**config.mk**
```make
export PLATFORM = sky130hd
export DESIGN_NAME = irq_event_capture_18
export DESIGN_NICKNAME = d
export VERILOG_FILES = /design/src/rtl/irq_event_capture_18_pkg.sv /design/src/rtl/irq_event_capture_18_prio_enc.sv /design/src/rtl/irq_event_capture_18.sv
export SDC_FILE = /design/constraint.sdc
export NUM_CORES = 1
export LEC_CHECK = 0
export BUFFER_PORTS_ARGS = -buffer_cell sky130_fd_sc_hd__buf_2
export CAP_MARGIN = 10
export CORE_MARGIN = 5
export CORE_UTILIZATION = 55
export DETAILED_ROUTE_END_ITERATION = 10
export GPL_ROUTABILITY_DRIVEN = 0
export PLACE_DENSITY = 0.86
export SLEW_MARGIN = 20
export SYNTH_ARGS = -nofsm -noshare
export SYNTH_HDL_FRONTEND = slang
export SYNTH_SLANG_ARGS = --single-unit
export TNS_END_PERCENT = 1
```
**constraint.sdc**
```tcl
create_clock -name Clock -period 5.3 [get_ports Clock]
set_input_delay 0.795 -clock Clock [delete_from_list [all_inputs] [get_ports Clock]]
set_output_delay 0.795 -clock Clock [all_outputs]
set_load 0.1 [all_outputs]
```
**src/rtl/irq_event_capture_18_pkg.sv**
```systemverilog
// ---------------------------------------------------------------------------
// irq_event_capture_18_pkg
// Shared constants and FSM state encoding for the 18-source interrupt
// event capture block and its lowest-index priority encoder.
//   NUM_SRC     : number of event sources (tied to the downstream 18-input OR)
//   ID_W        : width of the presented source index
//   irq_state_e : handshake FSM states (IDLE / PRESENT / CLEAR)
// ---------------------------------------------------------------------------
package irq_event_capture_18_pkg;

   localparam int NUM_SRC = 18;
   localparam int ID_W    = 5;

   typedef enum logic [1:0] {
      ST_IDLE    = 2'd0,
      ST_PRESENT = 2'd1,
      ST_CLEAR   = 2'd2
   } irq_state_e;

endpackage : irq_event_capture_18_pkg

```
**src/rtl/irq_event_capture_18_prio_enc.sv**
```systemverilog
// ---------------------------------------------------------------------------
// irq_prio_enc_18
// Combinational 18-to-5 priority encoder; the lowest set index wins.
// Ports:
//   req_i [17:0] : request vector
//   id_o  [4:0]  : index of the lowest set request (0 when none set)
//   any_o        : at least one request is set
// ---------------------------------------------------------------------------
module irq_prio_enc_18
   import irq_event_capture_18_pkg::*;
(
   input  logic [NUM_SRC-1:0] req_i,
   output logic [ID_W-1:0]    id_o,
   output logic               any_o
);

   // Scan from the top index down so the lowest set index is written last.
   always_comb begin
      id_o = {ID_W{1'b0}};
      for (int i = NUM_SRC - 1; i >= 0; i--) begin
         id_o = req_i[i] ? ID_W'(i) : id_o;
      end
   end

   assign any_o = |req_i;

endmodule : irq_prio_enc_18

```
**src/rtl/irq_event_capture_18.sv**
```systemverilog
// ---------------------------------------------------------------------------
// irq_event_capture_18
// Captures 18 event lines into pending bits, drives the masked pending
// vector to the downstream 18-input OR gate and presents the lowest-index
// enabled pending source with a valid/ack handshake.
// Ports:
//   Clock             : system clock, rising edge
//   Reset             : asynchronous active-low reset
//   Src_In      [17:0]: raw event lines, may be asynchronous to Clock
//   Enable_Mask [17:0]: per-source enable
//   Ack               : one-cycle pulse, presented ID has been serviced
//   Pending     [17:0]: pending & enable, bit i feeds OR-gate input i+1
//   Irq_Valid         : Irq_Id is valid
//   Irq_Id      [4:0] : index of the presented source
// Parameter:
//   EDGE_MASK : bit i = 1 -> source i rising-edge latched, 0 -> level
// ---------------------------------------------------------------------------
module irq_event_capture_18
   import irq_event_capture_18_pkg::*;
#(
   parameter logic [NUM_SRC-1:0] EDGE_MASK = 18'h3FFFF
) (
   input  logic               Clock,
   input  logic               Reset,
   input  logic [NUM_SRC-1:0] Src_In,
   input  logic [NUM_SRC-1:0] Enable_Mask,
   input  logic               Ack,
   output logic [NUM_SRC-1:0] Pending,
   output logic               Irq_Valid,
   output logic [ID_W-1:0]    Irq_Id
);

   logic [NUM_SRC-1:0] sync1_q;
   logic [NUM_SRC-1:0] sync2_q;
   logic [NUM_SRC-1:0] prev_q;
   logic [NUM_SRC-1:0] pend_q;
   logic [NUM_SRC-1:0] pend_d;
   logic [NUM_SRC-1:0] set_s;
   logic [NUM_SRC-1:0] clr_s;
   logic [NUM_SRC-1:0] enabled_s;
   logic [ID_W-1:0]    win_id_s;
   logic               win_any_s;
   logic [ID_W-1:0]    irq_id_q;
   logic               irq_valid_q;
   irq_state_e         state_q;

   assign set_s     = sync2_q & ~prev_q;
   assign enabled_s = pend_q & Enable_Mask;

   // One-hot retire vector for the presented source while in CLEAR.
   always_comb begin
      clr_s = {NUM_SRC{1'b0}};
      for (int i = 0; i < NUM_SRC; i++) begin
         clr_s[i] = (state_q == ST_CLEAR) && (irq_id_q == ID_W'(i));
      end
   end

   // Next pending state. Edge bits: a new set beats a same-cycle clear so
   // no event is lost. Level bits load sync1 so pend_q equals sync2 in the
   // same cycle, i.e. pend_q mirrors the synchronised line directly.
   always_comb begin
      pend_d = {NUM_SRC{1'b0}};
      for (int i = 0; i < NUM_SRC; i++) begin
         pend_d[i] = EDGE_MASK[i] ? (set_s[i] | (pend_q[i] & ~clr_s[i]))
                                  : sync1_q[i];
      end
   end

   // Synchroniser chain, edge-detect history and pending register.
   always_ff @(posedge Clock or negedge Reset) begin
      if (!Reset) begin
         sync1_q <= {NUM_SRC{1'b0}};
         sync2_q <= {NUM_SRC{1'b0}};
         prev_q  <= {NUM_SRC{1'b0}};
         pend_q  <= {NUM_SRC{1'b0}};
      end else begin
         sync1_q <= Src_In;
         sync2_q <= sync1_q;
         prev_q  <= sync2_q;
         pend_q  <= pend_d;
      end
   end

   irq_prio_enc_18 u_prio_enc (
      .req_i (enabled_s),
      .id_o  (win_id_s),
      .any_o (win_any_s)
   );

   // Handshake FSM: the ID is latched on entry to PRESENT and held until Ack,
   // regardless of later mask changes or higher-priority arrivals.
   always_ff @(posedge Clock or negedge Reset) begin
      if (!Reset) begin
         state_q     <= ST_IDLE;
         irq_id_q    <= {ID_W{1'b0}};
         irq_valid_q <= 1'b0;
      end else begin
         case (state_q)
            ST_IDLE: begin
               if (win_any_s) begin
                  irq_id_q    <= win_id_s;
                  irq_valid_q <= 1'b1;
                  state_q     <= ST_PRESENT;
               end else begin
                  irq_valid_q <= 1'b0;
                  state_q     <= ST_IDLE;
               end
            end
            ST_PRESENT: begin
               if (Ack) begin
                  irq_valid_q <= 1'b0;
                  state_q     <= ST_CLEAR;
               end else begin
                  irq_valid_q <= 1'b1;
                  state_q     <= ST_PRESENT;
               end
            end
            ST_CLEAR: begin
               irq_valid_q <= 1'b0;
               state_q     <= ST_IDLE;
            end
            default: begin
               irq_valid_q <= 1'b0;
               state_q     <= ST_IDLE;
            end
         endcase
      end
   end

   assign Pending   = enabled_s;
   assign Irq_Valid = irq_valid_q;
   assign Irq_Id    = irq_id_q;

endmodule : irq_event_capture_18

```
Yosys cells after proc, flatten, opt, wreduce, memory -nomap -nowiden
Cells that the tools add are included.
Widths: inputs -> output; s select.
Storage, ports and cells
  bits in registers: 80
  bits of input ports: 39
  output and inout bits: 24
  word-level logic and storage cells: 129
Operators by class
  equality and inequality tests: 19
  muxes and demuxes: 24
  bitwise gates (word level): 57
  reduce and logical (&&, ||, !) cells: 22
Operator list (number)
  $mux 5: 18
  $eq 5x4->1 const B: 8
  $and 18x18->18: 2
  $eq 5x3->1 const B: 4
  $and 1x1->1: 18
  $logic_and 1x1->1: 18
  $not 1->1: 18
  $not 18->18: 1
  $or 1x1->1: 18
  $reduce_or 18->1: 1
  $eq 5x2->1 const B: 2
  $eq 5x5->1 const B: 2
  $eq 5x1->1 const B: 1
  $logic_not 5->1: 1
  $pmux 2 s2: 1
  $mux 1: 3
  $eq 2x1->1 const B: 1
  $eq 2x2->1 const B: 1
  $logic_not 2->1: 1
  $mux 2: 1
  $pmux 1 s2: 1
  $reduce_and 2->1: 1

Depth between registers and ports, before layout
Gate-level depths: netlist of run 1.
  depth in word-level cells: 19
  gate-level depth with buffers: 6
  mapped depth without buffers: 6

Hierarchy
A second synthesis of run 1 with hierarchy kept.
Second synthesis, totals
  cells, all modules: 213
  area, all modules: 2813.9 µm²
Modules (own cells, without submodules)
  irq_event_capture_18: times used 1, cells an instance 177, area each 2585.0 µm², seq. area each 1976.9 µm²
  irq_prio_enc_18: times used 1, cells an instance 36, area each 229.0 µm², seq. area each 0.0 µm²

Least setup slack after synthesis of run 1
Ideal clock, no wire load.
  path kind: input to output
  start: in Enable_Mask[17]
  end: out Pending[17]
  arrival: 1617 ps
  data required time: 4505 ps
  path slack: 2888 ps
  stages: 1
  path buffers: 0
  cells stage by stage: and2_1
Between the ends
  word-level cells in the longest chain between the ends: 1
Ends and longest elaborated chain
  start: declaration: line irq_event_capture_18.sv:26  | input logic [NUM_SRC-1:0] Enable_Mask,
  $and 18x18->18: line irq_event_capture_18.sv:48  | assign enabled_s = pend_q & Enable_Mask;
  end: declaration: line irq_event_capture_18.sv:28  | output logic [NUM_SRC-1:0] Pending,
No other way between the ends.

Final worst setup path of run 1
Same ends and word-level chain as after synthesis.

==> results.toml, run 1 <==
[outcome]
run_status = "finished, final reports clean"

[power]
share_clk_of_total_power_pct = 26.3
share_comb_of_total_power_pct = 28.9
pwr-share-seq_pct = 44.8
p_per_area_nw_per_um2 = 480
p_leak_nw = 1.58
ir_worst_vdd_uv = 284
switching_power_mw = 0.628
cellInternalPower_mw = 0.964
switching_share_pct = 39.5

[global_route]
track_usage_pct = 19.8
wire_length_of_the_first_global_routing_pass_um = 9260
grt_overflow = 0
grt_max_degree = 80
antenna_found_initial = 0
number_of_global_route_vias_before_repair = 1939

[clock_tree]
clk_latency_ns = 0.35
tritoncts = "built"
post_cts_buffers = 0
cts_made_buffers = 9
cts_htree_levels = 3
clk_path_buf_depth = 2
cts.clk_slew.worst_paths_ns = 0.07
post_cts_repair_resize_count = 0
clkSinkCount = 79
cts_hold_repair.buffers = 0
clk_root_buffer_cell = "sky130_fd_sc_hd__clkbuf_8"

[synthesis]
synth.top_cells.by_area = "sky130_fd_sc_hd__dfrtp_1 (72%), sky130_fd_sc_hd__o21ai_0 (7.1%), sky130_fd_sc_hd__inv_1 (4.0%), sky130_fd_sc_hd__and2_1 (2.3%), sky130_fd_sc_hd__nand2_1 (1.9%)"
synth_common_cells = "sky130_fd_sc_hd__dfrtp_1 (79), sky130_fd_sc_hd__o21ai_0 (39), sky130_fd_sc_hd__inv_1 (29)"
synth-edff-count = 0
synth.distinct_cells = 30
synthDominantAreaCellType = "sky130_fd_sc_hd__dfrtp_1"
synth_top_area_share_pct = 72.2
synth_fp_nets = 258
async_flop_share_pct = 100
synth_top_flop_cell = "sky130_fd_sc_hd__dfrtp_1"
synth_sequential_area_ratio_pct = 72.2
synth_most_common_cell = "sky130_fd_sc_hd__dfrtp_1"
synthCells = 219
ys.warnings.count = 0
post_syn_area_um2 = 2740
ys_ff_latch = 79
synth_area_per_cell_um2 = 12.5

[setup_path]
worstSetupPathDepth = 3
path_max_fanout = 4
rr_worst_depth = 5
reg2reg_setup_slack_ns = 3.19
timing.critical_path.required_ns = 4.51
crit_path_cell_trace = "buf_2, and2_1, buf_2"
crit_path_max_incr_delay_ns = 0.47
critical-path-top-delay-family = "buffers and inverters"
critical_path.startpoint_type = "primary input"
master_of_the_slowest_instance_on_the_critical_path = "sky130_fd_sc_hd__buf_2"
arrival_ns = 1.57
setup.worst_path.class = "in2out"
critical_path_buf_inv_count = 2
crit_top_cell = "sky130_fd_sc_hd__buf_2"
crit_path_end_kind = "primary output"

[final_layout]
areaGrowthSynthToFinish_pct = 21.1
drive_above_1_share_pct = 27.8
finished_layout_cells = 362
final_nets = 329
antenna_diode_instance_count = 0

[sta]
final_hold_fails = 0
period_needed_ns = 2.37
worstMarginPinSlew_ns = 0.933
grt_setup_unrepaired = "false"
report.final.setup_viol = 0
report.final.slew_viol_count = 0
fin_crit_sh_pct = 44.7
tns_ns = 0
worst_slack_ns = 2.93
skew_ns = 0.0121
slew_headroom_pct = 37.8
achievable-frequency_mhz = 422

[hold_path]
timing.hold.worst_path_depth = 0
min-delay-path-class = "reg2reg"

[floorplanning]
placement_rows = 25
initial_utilization_pct = 57.2
dieArea_um2 = 6490
pin_count = 63
die_width_um = 80.6
coreArea_um2 = 4790
dieHeight_um = 80.6

[detailed_routing]
detail-route-antenna-nets = 0
wl_per_cell_um = 16.1
vias = 1992
route.final.wire_length_um = 5820
detail_route.drc_violations = 0
firstDrtPassIters = 7
vias_per_cell = 5.50
initial_drc_count = 245

[placed_design]
place_ws_ns = 2.76
dp.final_hpwl_um = 4120
buffer_ports.inserted = 62
numPlacedInstances = 346

[job]
cap_violations = 0
## power by group through the flow
stage                     combinational, mW  sequential (mW)  clock, mW
after CTS                             0.460            0.711      0.430
after global placement                0.447            0.719          0
final                                 0.461            0.713      0.419
after floorplan                       0.228            0.842          0
after global routing                  0.485            0.721      0.458
after detailed placement              0.456            0.723          0
## cell usage in the layout (no fill, tap or decap), drive strengths merged, types with 4 or more instances in the layout
cell type,synthesis,layout
o21ai,39,39
buf,0,62
nor2,4,4
clkinv,0,4
nand2b,4,4
a21oi,5,5
dfrtp,79,79
a22oi,6,6
inv,29,29
a22o,4,4
clkbuf,2,10
and2,10,10
nand2,14,14
## flip-flops by register name, indices dropped and copies added, names as in the netlist
signal and count:
Irq_Id 5, state_q 2, sync1_q 18, prev_q 18, pend_q 18, sync2_q 18
## path summary, 6_finish.rpt
path,start,to
hold reg to reg,sync1_q[0],sync2_q[0]
max in group asynchronous,Reset,pend_q[2]
min in group asynchronous,Reset,sync2_q[14]
setup reg to reg,pend_q[12],Irq_Id[0]
setup / recovery,Enable_Mask[17],Pending[17]
hold / removal,sync1_q[0],sync2_q[0]
## per-layer routing
layer / global-route usage (%) / part of all wire (%) / routed length (um) / vias to the layer above
met5: 0 / 0 / 0 / -
met4: 9.46 / 2.7 / 160 / 0
met1: 22.7 / 37 / 2140 / 974
met2: 32.2 / 51 / 2980 / 113
li1: - / - / - / 885
met3: 7.85 / 9.5 / 551 / 20
## cell type report
type / count / area (um^2)
flip-flops and latches: 79 / 1980
fillers: 340 / 1470
multi-input cells: 109 / 644
repair buffers: 62 / 313
clock buffers: 10 / 128
inverters: 29 / 109
well taps: 67 / 83.8
clock inverters: 6 / 61.3
## cell families after synthesis
| family | share of synthesized area (%) |
|---|---|
| buffers and inverters | 4.25 |
| AND/OR/NAND/NOR | 8.41 |
| flip-flops | 72.2 |
| AO/OA/AOI/OAI | 15.1 |
## metrics by stage
| step | hold slack (ns) | instance area, um^2 | utilization (%) | total power [mW] |
|---|---|---|---|---|
| 2_1_floorplan | 0.331 | 2740 | - | 1.07 |
| 3_3_place_gp | 0.331 | 3130 | 65.3 | 1.17 |
| 3_5_place_dp | 0.335 | 3130 | 65.3 | 1.18 |
| 4_1_cts | 0.349 | 3320 | 69.3 | 1.60 |
| 5_1_grt | 0.349 | 3320 | 69.3 | 1.66 |
| 6_report | 0.346 | 3320 | 69.3 | 1.59 |
Power figures use the tool's default switching activity.
==> run 2: changes to the inputs <==
--- a/config.mk
+++ b/config.mk
@@ -8,10 +8,10 @@
 export BUFFER_PORTS_ARGS = -buffer_cell sky130_fd_sc_hd__buf_2
 export CAP_MARGIN = 10
 export CORE_MARGIN = 5
-export CORE_UTILIZATION = 55
+export CORE_UTILIZATION = 52
 export DETAILED_ROUTE_END_ITERATION = 10
 export GPL_ROUTABILITY_DRIVEN = 0
-export PLACE_DENSITY = 0.86
+export PLACE_DENSITY = 0.82
 export SLEW_MARGIN = 20
 export SYNTH_ARGS = -nofsm -noshare
 export SYNTH_HDL_FRONTEND = slang
==> constraint.sdc (replaced) <==
create_clock -name Clock -period 2.25 [get_ports Clock]
set_input_delay 0.3375 -clock Clock [delete_from_list [all_inputs] [get_ports Clock]]
set_output_delay 0.3375 -clock Clock [all_outputs]
set_load 0.1 [all_outputs]
==> results.toml, run 2 (synthesis gave the netlist of run 1 again) <==
[outcome]
run_status = "finished, final reports clean"

[global_route]
grt_overflow = 0
wire_length_of_the_first_global_routing_pass_um = 9180
antenna_found_initial = 0
grt_max_degree = 50
track_usage_pct = 18.8
number_of_global_route_vias_before_repair = 1930

[setup_path]
setup.worst_path.class = "reg2reg"
path_max_fanout = 7
timing.critical_path.required_ns = 2.44
crit_path_max_incr_delay_ns = 0.57
master_of_the_slowest_instance_on_the_critical_path = "sky130_fd_sc_hd__or4_4"
crit_path_cell_trace = "a22o_1, or4_4, o41ai_4, o21ai_0"
crit_path_end_kind = "register"
arrival_ns = 2.24
critical_path.startpoint_type = "register"

[clock_tree]
cts.clk_slew.worst_paths_ns = 0.07
post_cts_repair_resize_count = 0
clkSinkCount = 79
clk_root_buffer_cell = "sky130_fd_sc_hd__clkbuf_8"
tritoncts = "built"
cts_made_buffers = 9
clk_latency_ns = 0.34
cts_htree_levels = 3
clk_path_buf_depth = 2

[floorplanning]
dieHeight_um = 82.6
dieArea_um2 = 6820
die_width_um = 82.6
coreArea_um2 = 5110
pin_count = 63
initial_utilization_pct = 53.6
placement_rows = 26

[power]
p_per_area_nw_per_um2 = 1100
ir_worst_vdd_uv = 808
p_leak_nw = 1.59

[placed_design]
dp.final_hpwl_um = 4170
numPlacedInstances = 350
buffer_ports.inserted = 62

[final_layout]
drive_above_1_share_pct = 28.3
mostFrequentLayoutCell = "sky130_fd_sc_hd__dfrtp_1"
final_nets = 331
antenna_diode_instance_count = 0
areaGrowthSynthToFinish_pct = 21.8
finished_layout_cells = 367
layout.cells.most_common_list = "sky130_fd_sc_hd__dfrtp_1 (79), sky130_fd_sc_hd__buf_2 (61), sky130_fd_sc_hd__o21ai_0 (39)"

[sta]
report.final.setup_viol = 0
tns_ns = 0
grt_setup_unrepaired = "false"
final_hold_fails = 0
finalHoldWorstSlack_ns = 0.0954
worstMarginPinSlew_ns = 0.582
fin_crit_sh_pct = 90.9
skew_ns = 0.00403
achievable-frequency_mhz = 489
period_needed_ns = 2.05
report.final.slew_viol_count = 0
slew_headroom_pct = 61.1

[detailed_routing]
detail_route.drc_violations = 0
initial_drc_count = 226
vias = 1887
detail-route-antenna-nets = 0
wl_per_cell_um = 15.3
route.final.wire_length_um = 5600
firstDrtPassIters = 4
vias_per_cell = 5.14

[hold_path]
min-delay-path-class = "in2reg"

[job]
cap_violations = 0
## run 2: cell count changes in the layout (fill, tap and decap cells not counted)
| cell | delta |
|---|---|
| sky130_fd_sc_hd__buf_12 | +1 |
| sky130_fd_sc_hd__dlygate4sd3_1 | +1 |
| sky130_fd_sc_hd__bufinv_16 | -1 |
| sky130_fd_sc_hd__clkinv_2 | +1 |
| sky130_fd_sc_hd__clkbuf_1 | -1 |
| sky130_fd_sc_hd__clkbuf_8 | +1 |
## run 2: final cells by class
type / instances / area [um^2]
Timing Repair Buffer: 64 / 343
Sequential cell: 79 / 1980
Fill cell: 421 / 1770
Clock buffer: 10 / 138
Inverter: 29 / 109
Clock inverter: 6 / 36.3
Tap cell: 70 / 87.6
Multi-Input combinational cell: 109 / 644
## run 2: path summary, 6_finish.rpt
check,to,depth (start not counted),slack (ns),from
max reg2reg,state_q[0],4,0.20,pend_q[12]
min in group asynchronous,sync1_q[15],2,0.46,Reset
min,sync1_q[4],1,0.1,Src_In[4]
max,state_q[0],4,0.20,pend_q[12]
min reg2reg,sync2_q[8],0,0.35,sync1_q[8]
max in group asynchronous,sync1_q[8],3,1.22,Reset
## run 2: metal layers
metal	GRT usage (%)	part of all wire (%)
met1	23.2	39
met2	29.8	50
met3	5.64	8.5
met4	10.1	2.8
met5	0	0
## run 2: timing repair
item	CTS	global route
hold endpoints to repair	30	0
buffers inserted	0	0
hold buffers	1	0
## run 2: metrics by stage
| stage | worst slack [ns] | util [%] | instance area (um^2) | total power [mW] |
|---|---|---|---|---|
| after floorplan | 0.00265 | - | 2740 | 2.52 |
| after global placement | 0.273 | 61.7 | 3150 | 2.75 |
| after detailed placement | 0.183 | 61.7 | 3150 | 2.78 |
| after CTS | 0.193 | 65.3 | 3330 | 3.69 |
| after global routing | 0.117 | 65.3 | 3330 | 3.85 |
| final | 0.204 | 65.3 | 3330 | 3.66 |
## run 2: report_power, final
group | internal [mW] | total (mW) | switching [mW]
combinational | 0.218 | 1.08 | 0.863
clock | 0.424 | 0.903 | 0.479
sequential | 1.55 | 1.68 | 0.131
total | 2.19 | 3.66 | 1.47
## run 2: worst max-delay path: cells and delay by family, from the launching register on
family / cells / cell delay [ns]
flops: 1 / 0.40
compound gates: 3 / 0.93
simple gates: 1 / 0.57
==> run 3: changes to the inputs <==
--- a/config.mk
+++ b/config.mk
@@ -8,10 +8,10 @@
 export BUFFER_PORTS_ARGS = -buffer_cell sky130_fd_sc_hd__buf_2
 export CAP_MARGIN = 10
 export CORE_MARGIN = 5
-export CORE_UTILIZATION = 52
+export CORE_UTILIZATION = 36
 export DETAILED_ROUTE_END_ITERATION = 10
 export GPL_ROUTABILITY_DRIVEN = 0
-export PLACE_DENSITY = 0.82
+export PLACE_DENSITY = 0.61
 export SLEW_MARGIN = 20
 export SYNTH_ARGS = -nofsm -noshare
 export SYNTH_HDL_FRONTEND = slang
==> results.toml, run 3 (synthesis gave the netlist of run 1 again) <==
[outcome]
run_status = "finished, final reports clean"

[setup_path]
rr_worst_depth = 5
crit_path_max_incr_delay_ns = 0.57
path_max_fanout = 7
timing.critical_path.required_ns = 2.51
crit_path_end_kind = "register"
setup.worst_path.class = "reg2reg"
critical_path.startpoint_type = "register"
master_of_the_slowest_instance_on_the_critical_path = "sky130_fd_sc_hd__or4_4"
arrival_ns = 2.32
crit_path_cell_trace = "a22o_1, or4_4, o41ai_4, a21oi_1, a22oi_1"

[sta]
slew_headroom_pct = 60.8
worst_slack_ns = 0.189
grt_setup_unrepaired = "false"
tns_ns = 0
skew_ns = 0.0113
finalHoldWorstSlack_ns = 0.0886
final_hold_fails = 0
period_needed_ns = 2.06
fin_crit_sh_pct = 91.6
report.final.slew_viol_count = 0
report.final.setup_viol = 0
worstMarginPinSlew_ns = 0.587
achievable-frequency_mhz = 485

[floorplanning]
initial_utilization_pct = 37.3
die_width_um = 97.2
dieArea_um2 = 9450
coreArea_um2 = 7330
placement_rows = 31
dieHeight_um = 97.2
pin_count = 63

[global_route]
grt_most_used_layer = "met2"
grt_overflow = 0
antenna_found_initial = 1
grt_max_degree = 44
track_usage_pct = 13.1
gr-usage-met3_pct = 5.89
global_route_track_usage_on_met2_pct = 19.7
gr-usage-met1_pct = 15.9
number_of_global_route_vias_before_repair = 1900
wire_length_of_the_first_global_routing_pass_um = 9540

[hold_path]
timing.hold.worst_path_depth = 1
min-delay-path-class = "in2reg"

[final_layout]
final.fill_count = 680
post-route-util_pct = 46.8
mostFrequentLayoutCell = "sky130_fd_sc_hd__dfrtp_1"
multi_input_area_um2 = 644
drive_above_1_share_pct = 27.9
final_nets = 331
areaGrowthSynthToFinish_pct = 25.2
antenna_diode_instance_count = 0
register_area_um2 = 1980
layout.cells.most_common_list = "sky130_fd_sc_hd__dfrtp_1 (79), sky130_fd_sc_hd__buf_2 (61), sky130_fd_sc_hd__o21ai_0 (39)"

[detailed_routing]
detail-route-antenna-nets = 0
firstDrtPassIters = 4
initial_drc_count = 75
vias = 1829
vias_per_cell = 4.62
detail_route.drc_violations = 0
wl_per_cell_um = 14.5
route.final.wire_length_um = 5760

[power]
p_per_area_nw_per_um2 = 1150
total_power_draw_mw = 3.94
p_leak_nw = 1.61
ir_worst_vdd_uv = 433

[clock_tree]
clk_root_buffer_cell = "sky130_fd_sc_hd__clkbuf_8"
cts_htree_levels = 3
clkSinkCount = 79
cts.clk_slew.worst_paths_ns = 0.08
tritoncts = "built"
clk_latency_ns = 0.35
cts_made_buffers = 9
post_cts_buffers = 0
clk_path_buf_depth = 2

[placed_design]
buffer_ports.inserted = 62
dp.final_hpwl_um = 4300
place_ws_ns = 0.201

[job]
cap_violations = 0
## run 3: cell count changes in the layout (fill, tap and decap cells not counted)
cell | before | now
sky130_fd_sc_hd__inv_6 | 0 | 1
sky130_fd_sc_hd__clkinv_2 | 4 | 0
sky130_fd_sc_hd__clkinv_4 | 1 | 0
sky130_fd_sc_hd__clkbuf_8 | 10 | 11
sky130_fd_sc_hd__bufinv_16 | 0 | 2
sky130_fd_sc_hd__clkbuf_1 | 0 | 1
## run 3: through the flow
stage               std cells  area (um^2)
global route              396         3430
CTS                       396         3430
global placement          379         3190
detailed placement        379         3190
finish                    396         3430
floorplan                 219         2740
## run 3: final timing paths
path / startpoint / end / slack, ns
min in group asynchronous: Reset / sync1_q[7] / 0.49
setup reg to reg: pend_q[12] / Irq_Id[0] / 0.19
hold / removal: Src_In[17] / sync1_q[17] / 0.09
setup / recovery: pend_q[12] / Irq_Id[0] / 0.19
hold reg to reg: sync1_q[11] / sync2_q[11] / 0.34
max in group asynchronous: Reset / prev_q[14] / 1.17
## run 3: what timing repair did
action | in CTS | in global routing
hold buffers | 1 | 0
resized for setup | 0 | 0
hold endpoints to repair | 36 | 0
## run 3: worst max-delay path, delay by kind of cell (launching register included)
kind	cells	cell delay [ns]
AO/OA/AOI/OAI	4	1.00
flip-flops	1	0.40
AND/OR/NAND/NOR	1	0.57
## run 3: cell type report
| type | count | share of cell area [%] |
|---|---|---|
| Sequential cell | 79 | 57.7 |
| Multi-Input combinational cell | 109 | 18.8 |
| Timing Repair Buffer | 64 | 10.0 |
| Clock buffer | 12 | 4.53 |
| Tap cell | 99 | 3.61 |
| Inverter | 29 | 3.18 |
| Clock inverter | 4 | 2.23 |
## run 3: layer usage
layer	vias to the layer above	share of wire, %
met5	-	0.23
met4	2	2.6
met3	14	8.0
met2	62	47
met1	861	42
li1	890	-
## run 3: power by group
group	leakage [nW]	total [mW]	switching [mW]	internal, mW
logic	0.621	1.08	0.861	0.218
clock network	0.113	1.19	0.497	0.690
registers	0.876	1.68	0.128	1.55
